File: src/rtl/div_sequencer_pkg.sv
// Shared constants, FSM state type and small decode helper for the RV32M divide sequencer.
package div_sequencer_pkg;

    localparam int DIV_XLEN = 32;
    localparam int DIV_CNTW = 5;

    // funct3 encodings of the RV32M divide group
    localparam logic [2:0] F3_DIV  = 3'b100;
    localparam logic [2:0] F3_DIVU = 3'b101;
    localparam logic [2:0] F3_REM  = 3'b110;
    localparam logic [2:0] F3_REMU = 3'b111;

    // Instruction fields that identify an M-extension op in EX
    localparam logic [6:0] OPCODE_OP = 7'b0110011;
    localparam logic [6:0] F7_MULDIV = 7'b0000001;

    typedef enum logic [1:0] {
        S_IDLE = 2'b00,
        S_ITER = 2'b01,
        S_FIX  = 2'b10,
        S_DONE = 2'b11
    } div_state_e;

    // True when the op returns the remainder rather than the quotient
    function automatic logic is_rem_op(input logic [2:0] f3);
        return (f3 == F3_REM) || (f3 == F3_REMU);
    endfunction

endpackage

File: src/rtl/div_sequencer_divu_iter.sv
// Unsigned radix-2 restoring divide datapath: one shift/trial-subtract step per enabled cycle.
module div_sequencer_divu_iter #(
    parameter int XLEN = 32
) (
    input  logic            clk_i,
    input  logic            reset_i,
    input  logic            load_i,
    input  logic            step_i,
    input  logic [XLEN-1:0] dividend_i,
    input  logic [XLEN-1:0] divisor_i,
    output logic [XLEN-1:0] quo_o,
    output logic [XLEN-1:0] rem_o
);

    logic [XLEN-1:0] rem_q, rem_d;
    logic [XLEN-1:0] quo_q, quo_d;
    logic [XLEN-1:0] dvs_q, dvs_d;
    logic [XLEN:0]   shifted_s;
    logic [XLEN:0]   trial_s;

    // Next-state: load fresh operands, or shift {rem,quo} left and keep the difference when it does not borrow.
    // Since rem < divisor, the trial difference fits in XLEN bits exactly when the top bit is clear.
    always_comb begin
        shifted_s = {rem_q, quo_q[XLEN-1]};
        trial_s   = shifted_s - {1'b0, dvs_q};
        rem_d     = rem_q;
        quo_d     = quo_q;
        dvs_d     = dvs_q;
        if (load_i) begin
            rem_d = '0;
            quo_d = dividend_i;
            dvs_d = divisor_i;
        end else if (step_i) begin
            if (!trial_s[XLEN]) begin
                rem_d = trial_s[XLEN-1:0];
                quo_d = {quo_q[XLEN-2:0], 1'b1};
            end else begin
                rem_d = shifted_s[XLEN-1:0];
                quo_d = {quo_q[XLEN-2:0], 1'b0};
            end
        end else begin
            rem_d = rem_q;
        end
    end

    // Datapath registers with synchronous reset
    always_ff @(posedge clk_i) begin
        if (reset_i) begin
            rem_q <= '0;
            quo_q <= '0;
            dvs_q <= '0;
        end else begin
            rem_q <= rem_d;
            quo_q <= quo_d;
            dvs_q <= dvs_d;
        end
    end

    assign quo_o = quo_q;
    assign rem_o = rem_q;

endmodule

File: src/rtl/div_sequencer.sv
// RV32M DIV/DIVU/REM/REMU sequencer: FSM, iteration counter, special cases, sign fixup and result register.
module div_sequencer
    import div_sequencer_pkg::*;
#(
    parameter int XLEN = DIV_XLEN,
    parameter int CNTW = DIV_CNTW
) (
    input  logic            clk_i,
    input  logic            reset_i,
    input  logic            start_i,
    input  logic [2:0]      funct3_i,
    input  logic [XLEN-1:0] srca_i,
    input  logic [XLEN-1:0] srcb_i,
    input  logic            flush_i,
    output logic            busy_o,
    output logic            stall_o,
    output logic            done_o,
    output logic [XLEN-1:0] result_o
);

    localparam logic [XLEN-1:0] MIN_NEG = {1'b1, {(XLEN-1){1'b0}}};

    div_state_e      state_q, state_d;
    logic [CNTW-1:0] cnt_q, cnt_d;
    logic [2:0]      f3_q, f3_d;
    logic            signed_q, signed_d;
    logic            sign_a_q, sign_a_d;
    logic            sign_b_q, sign_b_d;
    logic [XLEN-1:0] result_q, result_d;

    logic            accept_s;
    logic            signed_in_s;
    logic [XLEN-1:0] abs_a_s, abs_b_s;
    logic            load_s, step_s;
    logic [XLEN-1:0] quo_s, rem_s;
    logic [XLEN-1:0] quo_fix_s, rem_fix_s;

    div_sequencer_divu_iter #(.XLEN(XLEN)) u_iter (
        .clk_i      (clk_i),
        .reset_i    (reset_i),
        .load_i     (load_s),
        .step_i     (step_s),
        .dividend_i (abs_a_s),
        .divisor_i  (abs_b_s),
        .quo_o      (quo_s),
        .rem_o      (rem_s)
    );

    // Next-state, datapath control and result selection; flush always returns to IDLE without touching result
    always_comb begin
        state_d     = state_q;
        cnt_d       = cnt_q;
        f3_d        = f3_q;
        signed_d    = signed_q;
        sign_a_d    = sign_a_q;
        sign_b_d    = sign_b_q;
        result_d    = result_q;
        load_s      = 1'b0;
        step_s      = 1'b0;
        accept_s    = start_i & ~flush_i;
        signed_in_s = ~funct3_i[0];
        // Magnitudes; the most negative value maps onto itself and is treated as unsigned
        abs_a_s     = (signed_in_s & srca_i[XLEN-1]) ? (~srca_i + XLEN'(1)) : srca_i;
        abs_b_s     = (signed_in_s & srcb_i[XLEN-1]) ? (~srcb_i + XLEN'(1)) : srcb_i;
        quo_fix_s   = (signed_q & (sign_a_q ^ sign_b_q)) ? (~quo_s + XLEN'(1)) : quo_s;
        rem_fix_s   = (signed_q & sign_a_q) ? (~rem_s + XLEN'(1)) : rem_s;

        case (state_q)
            S_IDLE: begin
                if (accept_s) begin
                    f3_d     = funct3_i;
                    signed_d = signed_in_s;
                    sign_a_d = signed_in_s & srca_i[XLEN-1];
                    sign_b_d = signed_in_s & srcb_i[XLEN-1];
                    if (srcb_i == '0) begin
                        result_d = is_rem_op(funct3_i) ? srca_i : '1;
                        state_d  = S_DONE;
                    end else if (signed_in_s && (srca_i == MIN_NEG) && (srcb_i == '1)) begin
                        result_d = is_rem_op(funct3_i) ? '0 : MIN_NEG;
                        state_d  = S_DONE;
                    end else begin
                        load_s  = 1'b1;
                        cnt_d   = CNTW'(XLEN-1);
                        state_d = S_ITER;
                    end
                end else begin
                    state_d = S_IDLE;
                end
            end
            S_ITER: begin
                if (flush_i) begin
                    state_d = S_IDLE;
                end else begin
                    step_s = 1'b1;
                    if (cnt_q == '0) begin
                        state_d = S_FIX;
                    end else begin
                        cnt_d = cnt_q - CNTW'(1);
                    end
                end
            end
            S_FIX: begin
                if (flush_i) begin
                    state_d = S_IDLE;
                end else begin
                    result_d = is_rem_op(f3_q) ? rem_fix_s : quo_fix_s;
                    state_d  = S_DONE;
                end
            end
            S_DONE: begin
                state_d = S_IDLE;
            end
            default: begin
                state_d = S_IDLE;
            end
        endcase
    end

    // Control and result registers with synchronous reset
    always_ff @(posedge clk_i) begin
        if (reset_i) begin
            state_q  <= S_IDLE;
            cnt_q    <= '0;
            f3_q     <= '0;
            signed_q <= 1'b0;
            sign_a_q <= 1'b0;
            sign_b_q <= 1'b0;
            result_q <= '0;
        end else begin
            state_q  <= state_d;
            cnt_q    <= cnt_d;
            f3_q     <= f3_d;
            signed_q <= signed_d;
            sign_a_q <= sign_a_d;
            sign_b_q <= sign_b_d;
            result_q <= result_d;
        end
    end

    assign busy_o   = (state_q != S_IDLE);
    assign done_o   = (state_q == S_DONE);
    assign stall_o  = ((state_q == S_IDLE) & start_i & ~flush_i) | (state_q == S_ITER) | (state_q == S_FIX);
    assign result_o = result_q;

endmodule
File: config.mk
export PLATFORM = sky130hd
export DESIGN_NAME = div_sequencer
export DESIGN_NICKNAME = d
export VERILOG_FILES = /design/src/rtl/div_sequencer_pkg.sv /design/src/rtl/div_sequencer_divu_iter.sv /design/src/rtl/div_sequencer.sv
export SDC_FILE = /design/constraint.sdc
export NUM_CORES = 1
export LEC_CHECK = 0
export CAP_MARGIN = 20
export CELL_PAD_IN_SITES_DETAIL_PLACEMENT = 0
export CELL_PAD_IN_SITES_GLOBAL_PLACEMENT = 1
export CORE_UTILIZATION = 30
export CTS_BUF_LIST = sky130_fd_sc_hd__clkbuf_16
export DETAILED_ROUTE_END_ITERATION = 6
export PLACE_DENSITY_LB_ADDON = 0.1
export RECOVER_POWER = 100
export SYNTH_ARGS = -nofsm -noshare
export SYNTH_HDL_FRONTEND = slang
export SYNTH_SLANG_ARGS = --single-unit
File: constraint.sdc
create_clock -name clk_i -period 6.1 [get_ports clk_i]
set_clock_uncertainty 0.15 [all_clocks]
set_input_delay 0.915 -clock clk_i [delete_from_list [all_inputs] [get_ports clk_i]]
set_output_delay 0.915 -clock clk_i [all_outputs]
set_load 0.03 [all_outputs]
==> flow_summary.toml, run 1 <==
[yosys]
synthTopCellsByCount = "179 x nor2_1, 140 x dfxtp_1, 107 x a21oi_1"
ys_seq_elements = 140
ys.flop_type = "dfxtp_1"
netlist_instances = 1388
synth-xor-area-share_pct = 11.2
synth-async-reset-ratio_pct = 0
synthMuxAreaShare_pct = 2.52
yosysMostFrequentCell = "nor2_1"
synth_top_cell_area_share_pct = 25.9
yosysWarnings = 0
synth_adder_area_share_pct = 4.69
synth-edff-count = 0
synth-compound-area-share_pct = 28.4
synthesis.nets = 1499
synth_top_family_by_area = "compound AO/OA/AOI/OAI gates"
synth_area_leader_cell = "dfxtp_1"
synth.area.top_cells = "dfxtp_1 26%, xnor2_1 6.9%, nor2_1 6.2%, a21oi_1 4.9%, ha_1 4.5%"
ys_seq_area_share_pct = 25.9
netlist_area_um2 = 10800
ys_types = 79
avgSynthCellArea_um2 = 7.81
synthSimpleGateAreaFrac_pct = 21.0

[cts]
ctsHoldBuffers = 0
numCtsBuffers = 17
cts_buffer_depth = 2
clkLatencyLatePin_ns = 0.44
clkSinkCount = 140
cts_resized = 0
clk_pin_slew_ns = 0.06
post_cts_buffers = 0
cts-root-buf = "clkbuf_16"
htree_levels = 4
tritoncts = "done"

[power]
power_mw = 2.71
power_density_nw_per_um2 = 215
p_leak_nw = 4.67
ir_drop_mv = 0.110

[timing]
finalHoldViolCount = 0
setup_tns_ns = 0
relSlewSlack_pct = 10.3
period_share_pct = 83.2
slew_violations = 0
setup_slack_ns = 1.02
worst_slew_pin_slew_ns = 1.34
hold-worst-slack_ns = 0.293
setup_viol = 0
fmax_mhz = 197
period_minus_slack_ns = 5.08
grt_setup_unrepaired = "no"

[layout]
area_delta_synth_final_pct = 16.6
post-route-util_pct = 35.5
fillers = 3887
drive_gt1_share_pct = 5.83
fin_nets = 1560
num_antenna_cells = 0

[setup_path]
end_kind = "register"
critPathLaunchType = "input pin"
rr_endpoint = "u_iter.rem_o[12]"
crit_fanout = 28
r2r-start = "u_iter.rem_o[6]"
slowest_delay_ns = 0.80
crit_type = "input pin to register"
crit_required_ns = 6.30
ff2ff_path_depth = 12
slowest_stage = "nor4b_1"
worstPathCellList = "clkdlybuf4s50_1 > or3_2 > or4_2 > nor4_4 > nor4b_1 > buf_4 > o21ai_0 > a211oi_4 > buf_4 > nor2_1 > a311oi_2"
crit_top_cell = "buf_4"
r2r_slack_ns = 1.78
arrival_ns = 5.28

[hold_path]
holdCritPathClass = "register to register"
hold_path_depth = 2
holdPathEnd = "result_o[24]"
hp-start = "result_o[24]"

[drt]
remaining_drc_errors = 0
drt_first_pass_iters = 6
first_iter_violations = 772
wl_per_cell_um = 19.0
antenna_left = 0
met3_length_um = 1310
met2WireLength_um = 16600
top_layer = "met4"
wl_met1_um = 17900
vias = 10300
routed_wirelength_um = 36500
avgViaCountPerCell = 5.39

[status]
status = "completed"

[place]
place_hpwl_um = 27800
dp_slack_ns = 1.05
numPortBuffers = 105
place_congestion = 0.847

[floorplanning]
fp.dieH_um = 192
die_w_um = 192
fp.dieArea_um2 = 36900
floorplan.initialDensity_pct = 30.5
core.rowCount = 69
ioPinCount = 106
core-area_um2 = 35600

[grt]
grt_overflow = 0
grt_pass1_vias = 10100
grt_pass1_wl_um = 57200
antenna_found_initial = 0
grt_start_max_net_pins = 64
track_usage_pct = 20.1

[job]
max-cap-violations = 0
## critical path: cells and delay by family
kind / cells / cell delay [ns]
compound gates: 3 / 0.74
simple gates: 5 / 2.28
buf+inv: 3 / 1.31
## power by group
group,total (mW),internal [mW],switching (mW)
Combinational,0.809,0.331,0.478
Clock,0.893,0.493,0.401
Sequential,1.01,0.958,0.0520
## per-stage QoR
step	cell area, um^2	std cells
detailed placement	12200	1890
CTS	12700	1918
global route	12600	1919
global placement	12200	1890
finish	12600	1919
floorplan	10800	1388
## sequential cells by signal, indices dropped and copies added, names as in the netlist
| register | cells |
|---|---|
| result_o | 32 |
| sign_b_q | 1 |
| u_iter.rem_o | 32 |
| cnt_q | 5 |
| u_iter.quo_o | 32 |
| signed_q | 1 |
| state_q | 2 |
| u_iter.dvs_q | 32 |
| f3_q | 2 |
| sign_a_q | 1 |
## cell families (layout without fill, tap and decap cells)
family	after synthesis	after routing
multiplexers	27	27
adder cells (fa/ha/maj)	40	40
flip-flops	140	140
XOR/XNOR	138	138
buffers and inverters	147	217
AND/OR/NAND/NOR	468	468
AO/OA/AOI/OAI	428	428
## area by class of cell
type                       count  area [um^2]  area share [%]
multi-input combinational   1101         7320            57.9
sequential                   140         2800            22.2
timing repair buffer         129         1240            9.83
tap                          461          577            4.57
clock buffer                  17          425            3.37
inverter                      60          225            1.78
clock inverter                11         42.5           0.337
## routing by layer
metal | global-route usage, % | vias to the layer above
met1 | 27.1 | 4804
met4 | 6.66 | 0
met2 | 33.0 | 215
li1 | - | 5283
met3 | 2.34 | 38
met5 | 0 | -
## worst max-delay path by stage
stage / to / slack [ns] / start
2_1_floorplan: result_o[20] / 2.40 / srcb_i[17]
3_3_place_gp: result_o[1] / 1.14 / srcb_i[17]
3_5_place_dp: result_o[3] / 1.05 / srcb_i[17]
4_1_cts: result_o[3] / 1.50 / srcb_i[17]
5_1_grt: result_o[5] / 0.67 / srcb_i[17]
6_report: result_o[3] / 1.02 / srcb_i[17]
## cells in the final DEF, fill, tap and decap left out, types with 11 or more instances in the layout
| cell | n |
|---|---|
| a211oi_1 | 52 |
| a21o_1 | 19 |
| a21oi_1 | 107 |
| a221oi_1 | 11 |
| a222oi_1 | 29 |
| a311oi_2 | 14 |
| buf_4 | 21 |
| clkbuf_16 | 17 |
| clkdlybuf4s50_1 | 68 |
| dfxtp_1 | 140 |
| dlygate4sd3_1 | 36 |
| ha_1 | 39 |
| inv_1 | 63 |
| mux2i_1 | 25 |
| nand2_1 | 98 |
| nand3_1 | 23 |
| nand4_1 | 16 |
| nor2_1 | 182 |
| nor3_1 | 34 |
| nor4_1 | 20 |
| o211ai_1 | 35 |
| o21ai_0 | 59 |
| o31ai_1 | 24 |
| o41ai_1 | 11 |
| or3_1 | 11 |
| xnor2_1 | 85 |
| xor2_1 | 53 |
No activity file was read; power rests on OpenSTA's default activity.
==> inputs of run 2 (changes only) <==
- clock period: 6.1 -> 5.2 ns (I/O delays scaled with it)
==> run 2 against run 1 <==
Worst setup slack got worse by 0.28 ns. Core utilization up 0.71 points. Critical path depth is 1 lower. Power grew 31%. Cell area increased by 2.0%. Highest routed layer unchanged. Count of clock-buffer cells in the layout did not move. Largest power group is now the clock network. Register-to-register slack worse by 0.53 ns. Non-clock buffer count rose by 9. Sequential cell count stayed put. Combinational power increased by 19%.
==> flow_summary.toml, run 2 (synthesis results as in run 1) <==
[status]
status = "completed"

[setup_path]
slowest_stage = "or4_2"
end_kind = "register"
arrival_ns = 4.64
worstPathCellList = "clkdlybuf4s50_1 > or3_2 > or4_2 > nor4_1 > nor4b_1 > buf_4 > o21ai_4 > a211oi_4 > nor2_2 > a22o_1"
crit_fanout = 20
crit_required_ns = 5.39
crit_type = "input pin to register"
critPathLaunchType = "input pin"
slowest_delay_ns = 0.61

[hold_path]
holdCritPathClass = "register to register"

[timing]
hold-worst-slack_ns = 0.300
slew_violations = 0
setup_tns_ns = 0
fmax_mhz = 225
finalHoldViolCount = 0
period_minus_slack_ns = 4.45
relSlewSlack_pct = 25.6
setup_slack_ns = 0.746
period_share_pct = 85.7
worst_slew_pin_slew_ns = 1.11
setup_viol = 0
grt_setup_unrepaired = "no"

[drt]
avgViaCountPerCell = 5.37
routed_wirelength_um = 36700
wl_per_cell_um = 19.0
antenna_left = 0
drt_first_pass_iters = 7
remaining_drc_errors = 0
first_iter_violations = 687
vias = 10400

[cts]
clkSinkCount = 140
cts_buffer_depth = 2
post_cts_buffers = 0
numCtsBuffers = 17
clk_pin_slew_ns = 0.06
cts-root-buf = "clkbuf_16"
cts_resized = 0
clkLatencyLatePin_ns = 0.45
tritoncts = "done"
ctsHoldBuffers = 0
htree_levels = 4

[layout]
layout_common_cells = "179 x nor2_1, 140 x dfxtp_1, 107 x a21oi_1, 98 x nand2_1, 85 x xnor2_1"
final_common_cell = "nor2_1"
fillers = 3793
fin_nets = 1569
seq_area_um2 = 2800
drive_gt1_share_pct = 6.87
num_antenna_cells = 0
post-route-util_pct = 36.2
area_delta_synth_final_pct = 18.9
fin_cells = 1932
multiInputGateArea_um2 = 7310

[grt]
antenna_found_initial = 1
grt-busiest-layer = "met2"
grt_use_met3_pct = 2.47
grt_overflow = 0
track_usage_pct = 20.4
met2_usage_pct = 33.0
grt_pass1_vias = 10200
grt_start_max_net_pins = 70
grt_pass1_wl_um = 58000
grt_use_met1_pct = 27.7

[floorplanning]
floorplan.initialDensity_pct = 30.5
die_w_um = 192
fp.dieArea_um2 = 36900
fp.dieH_um = 192
ioPinCount = 106
core-area_um2 = 35600
core.rowCount = 69

[place]
place_congestion = 0.817
dp_slack_ns = 0.543
numPortBuffers = 105
dp.cells = 1900
place_hpwl_um = 28000

[power]
power_density_nw_per_um2 = 275
ir_drop_mv = 0.222
p_leak_nw = 4.77

[job]
max-cap-violations = 0
==> run 2: changes by cell type in the layout (fill, tap and decap cells not counted), sizes merged <==
cell	change
buf	+7
clkinvlp	+3
inv	-3
clkbuf	+2
clkinv	-2
bufinv	+6
==> run 2: report_power, final <==
part	switching (mW)	internal (mW)	leakage (nW)
Combinational	0.564	0.398	3.32
Sequential	0.0596	1.12	1.14
Clock	0.512	0.889	0.306
Total	1.14	2.41	4.77
==> run 2: area by class of cell <==
type	instances	share of cell area, %
Multi-Input combinational cell	1101	56.7
Sequential cell	140	21.7
Timing Repair Buffer	138	10.2
Tap cell	461	4.48
Clock buffer	17	3.30
Clock inverter	15	1.76
Inverter	60	1.75
==> run 2: stage by stage <==
step	power [mW]	area (um^2)
finish	3.55	12900
global route	3.73	12900
CTS	3.59	13000
detailed placement	2.18	12300
global placement	2.18	12300
floorplan	1.86	10800
==> run 2: final timing paths <==
| kind | from | to | slack (ns) | depth (start not counted) |
|---|---|---|---|---|
| worst max-delay path | srcb_i[17] | result_o[29] | 0.75 | 10 |
| worst min-delay path | result_o[24] | result_o[24] | 0.30 | 2 |
| worst max register to register | u_iter.rem_o[4] | u_iter.rem_o[12] | 1.25 | 12 |
| worst min register to register | result_o[24] | result_o[24] | 0.30 | 2 |
==> run 2: critical path: cells and delay by family <==
| kind | cells | cell delay, ns |
|---|---|---|
| buffers and inverters | 2 | 0.88 |
| AOI/OAI and AO/OA | 3 | 0.80 |
| and+or+nand+nor | 5 | 2.14 |
==> run 2: metal layers <==
layer | share of wire, % | vias to the layer above
met1 | 49 | 4802
met3 | 3.6 | 38
met5 | 0 | -
met2 | 46 | 242
met4 | 2.1 | 0
li1 | - | 5289
